## src/rtl/intt_twiddle_addr_gen_pkg.sv

```systemverilog
// intt_twiddle_addr_gen_pkg: shared ring/PE geometry defines, FSM state type and inverse-twiddle address math
`ifndef RING_DEPTH
`define RING_DEPTH 4
`endif
`ifndef PE_DEPTH
`define PE_DEPTH 1
`endif
`ifndef TW_MEM_DEPTH
`define TW_MEM_DEPTH(rd, pd) ((pd) + (1 << ((rd) - (pd))) - 1)
`endif

package intt_twiddle_addr_gen_pkg;
  typedef enum logic [1:0] {IDLE, RUN, DRAIN, DONE} state_e;
  localparam int TW_DEPTH_DEF = `TW_MEM_DEPTH(`RING_DEPTH, `PE_DEPTH);
  // First word of stage s: one word per early stage, then 2^(s-pd) words per later stage.
  function automatic int unsigned tw_base(input int unsigned s, input int unsigned pd);
    return s < pd ? s : pd + (32'd1 << (s - pd)) - 32'd1;
  endfunction
  // Word used by butterfly j of stage s; later stages share a word across 2^(rd-1-s) butterflies.
  function automatic int unsigned tw_addr(input int unsigned s, input int unsigned j,
                                          input int unsigned rd, input int unsigned pd);
    return s < pd ? s : tw_base(s, pd) + (j >> (rd - 32'd1 - s));
  endfunction
endpackage

```

## src/rtl/intt_twiddle_addr_gen.sv

```systemverilog
// intt_twiddle_addr_gen: per-PE inverse-twiddle read-address sequencer with stall and one-cycle drain
module intt_twiddle_addr_gen
  import intt_twiddle_addr_gen_pkg::*;
#(
  parameter int RING_DEPTH = `RING_DEPTH,
  parameter int PE_DEPTH   = `PE_DEPTH,
  parameter int HLEN       = 9
) (
  input  logic                               clk,
  input  logic                               reset,
  input  logic                               start,
  input  logic                               stall,
  output logic [HLEN-1:0]                    raddr,
  output logic                               addr_valid,
  output logic                               tw_valid,
  output logic [$clog2(RING_DEPTH+1)-1:0]    stage,
  output logic                               busy,
  output logic                               done
);
  localparam int JW = (RING_DEPTH - PE_DEPTH > 1) ? RING_DEPTH - PE_DEPTH - 1 : 1;
  localparam int SW = $clog2(RING_DEPTH + 1);
  localparam logic [JW-1:0] J_LAST = JW'((1 << (RING_DEPTH - PE_DEPTH - 1)) - 1);
  localparam logic [SW-1:0] S_LAST = SW'(RING_DEPTH - 1);

  state_e          state_q;
  logic [SW-1:0]   s_q, s_d;
  logic [JW-1:0]   j_q, j_d;
  logic [HLEN-1:0] raddr_q, raddr_d;
  logic            tw_valid_q;
  logic            last_j;

  assign raddr      = raddr_q;
  assign stage      = s_q;
  assign tw_valid   = tw_valid_q;
  assign addr_valid = (state_q == RUN) && !stall;
  assign busy       = (state_q == RUN) || (state_q == DRAIN);
  assign done       = state_q == DONE;

  // Next butterfly/stage position and the address it will need once the current one is issued.
  always_comb begin
    last_j  = j_q == J_LAST;
    j_d     = last_j ? '0 : j_q + 1'b1;
    s_d     = last_j ? s_q + 1'b1 : s_q;
    raddr_d = HLEN'(tw_addr(32'(s_d), 32'(j_d), RING_DEPTH, PE_DEPTH));
  end

  // Sequencer: raddr_q always holds the pending address, advancing only when it is issued unstalled.
  always_ff @(posedge clk or posedge reset) begin
    if (reset) begin
      state_q    <= IDLE;
      s_q        <= '0;
      j_q        <= '0;
      raddr_q    <= '0;
      tw_valid_q <= 1'b0;
    end else begin
      tw_valid_q <= addr_valid;
      case (state_q)
        IDLE: if (start) begin
          state_q <= RUN;
          s_q     <= '0;
          j_q     <= '0;
          raddr_q <= '0;
        end
        RUN: if (!stall) begin
          if (last_j && s_q == S_LAST) state_q <= DRAIN;
          else begin
            s_q     <= s_d;
            j_q     <= j_d;
            raddr_q <= raddr_d;
          end
        end
        DRAIN:   state_q <= DONE;
        default: state_q <= IDLE;
      endcase
    end
  end
endmodule

```

## config.mk

```make
export PLATFORM = sky130hd
export DESIGN_NAME = intt_twiddle_addr_gen
export DESIGN_NICKNAME = d
export VERILOG_FILES = /design/src/rtl/intt_twiddle_addr_gen_pkg.sv /design/src/rtl/intt_twiddle_addr_gen.sv
export SDC_FILE = /design/constraint.sdc
export NUM_CORES = 1
export LEC_CHECK = 0
export ABC_AREA = 1
export BUFFER_PORTS_ARGS = -buffer_cell sky130_fd_sc_hd__buf_2
export CORE_MARGIN = 10
export CORE_UTILIZATION = 35
export CTS_BUF_LIST = sky130_fd_sc_hd__clkbuf_16
export DETAILED_ROUTE_END_ITERATION = 10
export PLACE_DENSITY_LB_ADDON = 0.25
export SLEW_MARGIN = 40
export SYNTH_ARGS = -nofsm -noshare
export SYNTH_HDL_FRONTEND = slang
export SYNTH_SLANG_ARGS = --single-unit
export TNS_END_PERCENT = 50
```

## constraint.sdc

```tcl
create_clock -name clk -period 3.6 [get_ports clk]
set_input_delay 0.36 -clock clk [delete_from_list [all_inputs] [get_ports clk]]
set_output_delay 0.36 -clock clk [all_outputs]
set_load 0.03 [all_outputs]
```

==> flow_summary.ini <==
[status]
outcome = finished, final reports clean

[routing]
wl_um = 2660
drtIter0Drc = 64
post_drt_wl_per_cell_um = 12.1
vias_per_cell = 4.74
drc = 0
antenna_left = 0
firstDrtPassIters = 4
vias = 1042

[worst_setup_path]
crit_chain = ha_1 -> inv_1 -> nand2_1 -> nand2_2 -> inv_1 -> nor2_1 -> ha_1 -> inv_1 -> o21ai_0 -> nand2_1 -> fa_1 -> inv_1 -> nand3_1 -> nand2_1 -> nand2_1 -> nand2_1 -> nand2_1
required_ns = 3.74
critPathArrivalTime_ns = 3.11
cpLargestDelayFamily = adder cells
cp-start-kind = flip-flop
path_buf_inv = 4
crit_slowest_cell = fa_1
crit_top_cell = nand2_1
path_max_fanout = 10
critPathCaptureType = flip-flop
crit_type = flip-flop to flip-flop
slowest_delay_ns = 0.45

[sta]
setup_ws_ns = 0.631
hold_violations = 0
finClkSkew_ns = 0.00207
finalSetupViolCount = 0
worstMarginPinSlew_ns = 0.671
timing.final.crit_share = 0.825
setup_tns_ns = 0
min_period_ns = 2.97
rsz0062_at_grt = false
final-max-slew-violation-count = 0
slew_headroom = 0.552
fmax_mhz = 337

[die]
ios = 20
die-area_mm2 = 0.00625
initial_core_util = 0.363
die_h_um = 79.0
die_x_um = 79.0
row_count = 21
core_mm2 = 0.00336

[synth]
synthDominantCellAreaShare = 0.349
synth_warnings = 0
synth_area_mm2 = 0.00122
avgSynthCellArea_um2 = 7.87
synth_seq_cells = 17
post-synth-top-area-cell = dfrtp_1
ys_types = 25
synth_nets = 174
synthTopCellsByArea = dfrtp_1 35%, ha_1 14%, nand2_1 9.2%, inv_1 7.7%, o21ai_0 4.5%
synthCells = 155
ys_seq_area_frac = 0.349

[layout]
fin_nets = 194
diodes = 0
syn2layout_area_growth_pct = 16.2
final_cell_mix = 30 x nand2_1, 25 x inv_1, 19 x buf_2
stdcell_count = 220
fillCellCount = 374
fin_area_mm2 = 0.00142
layout_commonest_cell = nand2_1
drive_gt1_frac = 0.207

[cts]
cts_tree = yes
hold_buffers = 0
clkTransAtPathRegs_ns = 0.05
ctsResizeCount = 0
numCtsBuffers = 3
clock-sinks = 17
post_cts_buffers = 0
clk_path_buf_depth = 2
clk_latency_ns = 0.24
h-tree-depth = 1
cts_root_buffer = clkbuf_16

[worst_hold_path]
hp-class = primary input to async pin

[placed_design]
post-place-ws_ns = 0.654
hpwl_um = 2150
io_buffers = 19
dpl_cell_area_mm2 = 0.00134
dp_cells = 216
place_congestion = 0.834

[power]
p_total_mw = 0.971
ir_drop_mv = 0.231
power_leakage_nw = 0.815
powerDensity_mw_per_mm2 = 685

[run]
cap_violations = 0

[global_routing]
grt_start_max_net_pins = 18
grt_pass1_vias = 1027
antenna_found_initial = 0
grt_remaining_overflow = 0
grtUsageTotal = 0.0886
grt_pass1_wl_um = 4590
## cell usage after synthesis
cell type and number:
nand2_1 30, inv_1 25, dfrtp_1 17, ha_1 14
nor2_1 11, o21ai_0 11, nand3_1 9, a21oi_1 6
nand4_1 6, nand2_2 4, inv_2 3, o21ai_1 3
a21oi_2 2, buf_6 2, o31ai_1 2, a31oi_1 1
buf_2 1, buf_4 1, fa_1 1, nand2_4 1
nand3_4 1, nand3b_1 1, nor2_2 1, o211ai_1 1
o21ai_2 1
## layout make-up
cell class / instances / area (um2) / share of cell area
Tap cell: 46 / 57.6 / 0.0406
Multi-Input combinational cell: 106 / 654 / 0.462
Timing Repair Buffer: 19 / 95.1 / 0.0671
Clock inverter: 1 / 5.00 / 0.00353
Clock buffer: 3 / 75.1 / 0.0530
Inverter: 28 / 105 / 0.0741
Sequential cell: 17 / 425 / 0.300
## logic make-up after synthesis
logic type,after synthesis,share of synthesized area
compound gates,27,0.127
fa+ha+maj,15,0.160
buf+inv,32,0.115
simple gates,64,0.249
flops,17,0.349
## metrics by stage
step	hold WS, ns	util
after floorplan	0.286	-
final	0.207	0.422
after CTS	0.230	0.422
after global routing	0.262	0.422
after global placement	0.457	0.398
after detailed placement	0.464	0.398
## routing by layer
metal  vias up  wire length [um]  global-route usage
li1        535                 -                   -
met1       485              1260               0.107
met2        20              1210               0.143
met3         2               166              0.0293
met4         0                23              0.0323
met5         -                 0                   0
## worst paths after layout
| path | startpoint | end | cells past startpoint | slack (ns) |
|---|---|---|---|---|
| setup / recovery | j_q[0]$_DFFE_PP0P_ | raddr[2]$_DFFE_PP0P_ | 17 | 0.63 |
| hold / removal | reset | raddr[8]$_DFFE_PP0P_ | 2 | 0.21 |
| setup reg to reg | j_q[0]$_DFFE_PP0P_ | raddr[2]$_DFFE_PP0P_ | 17 | 0.63 |
| hold reg to reg | raddr[3]$_DFFE_PP0P_ | raddr[3]$_DFFE_PP0P_ | 2 | 0.48 |
| max in group asynchronous | reset | raddr[0]$_DFFE_PP0P_ | 2 | 2.96 |
| min in group clk | stall | tw_valid$_DFF_PP0_ | 2 | 0.31 |
## worst reg2reg max path: stages (launching register included)
cell	delay (ns)
dfrtp_1	0.40
ha_1	0.23
inv_1	0.06
nand2_1	0.05
nand2_2	0.17
inv_1	0.16
nor2_1	0.13
ha_1	0.35
inv_1	0.19
o21ai_0	0.14
nand2_1	0.13
fa_1	0.45
inv_1	0.07
nand3_1	0.09
nand2_1	0.09
nand2_1	0.05
nand2_1	0.06
nand2_1	0.04
## state kept, by name, summed over array words and instances (netlist names)
| signal | count |
|---|---|
| raddr | 9 |
| tw_valid | 1 |
| j_q | 2 |
| state_q | 2 |
| stage | 3 |
## report_power, final
group | leakage [nW] | internal, mW | switching, mW
Combinational | 0.542 | 0.139 | 0.359
Sequential | 0.233 | 0.225 | 0.0262
Clock | 0.0409 | 0.149 | 0.0735
Total | 0.815 | 0.512 | 0.459
Power figures use the tool's default switching activity.
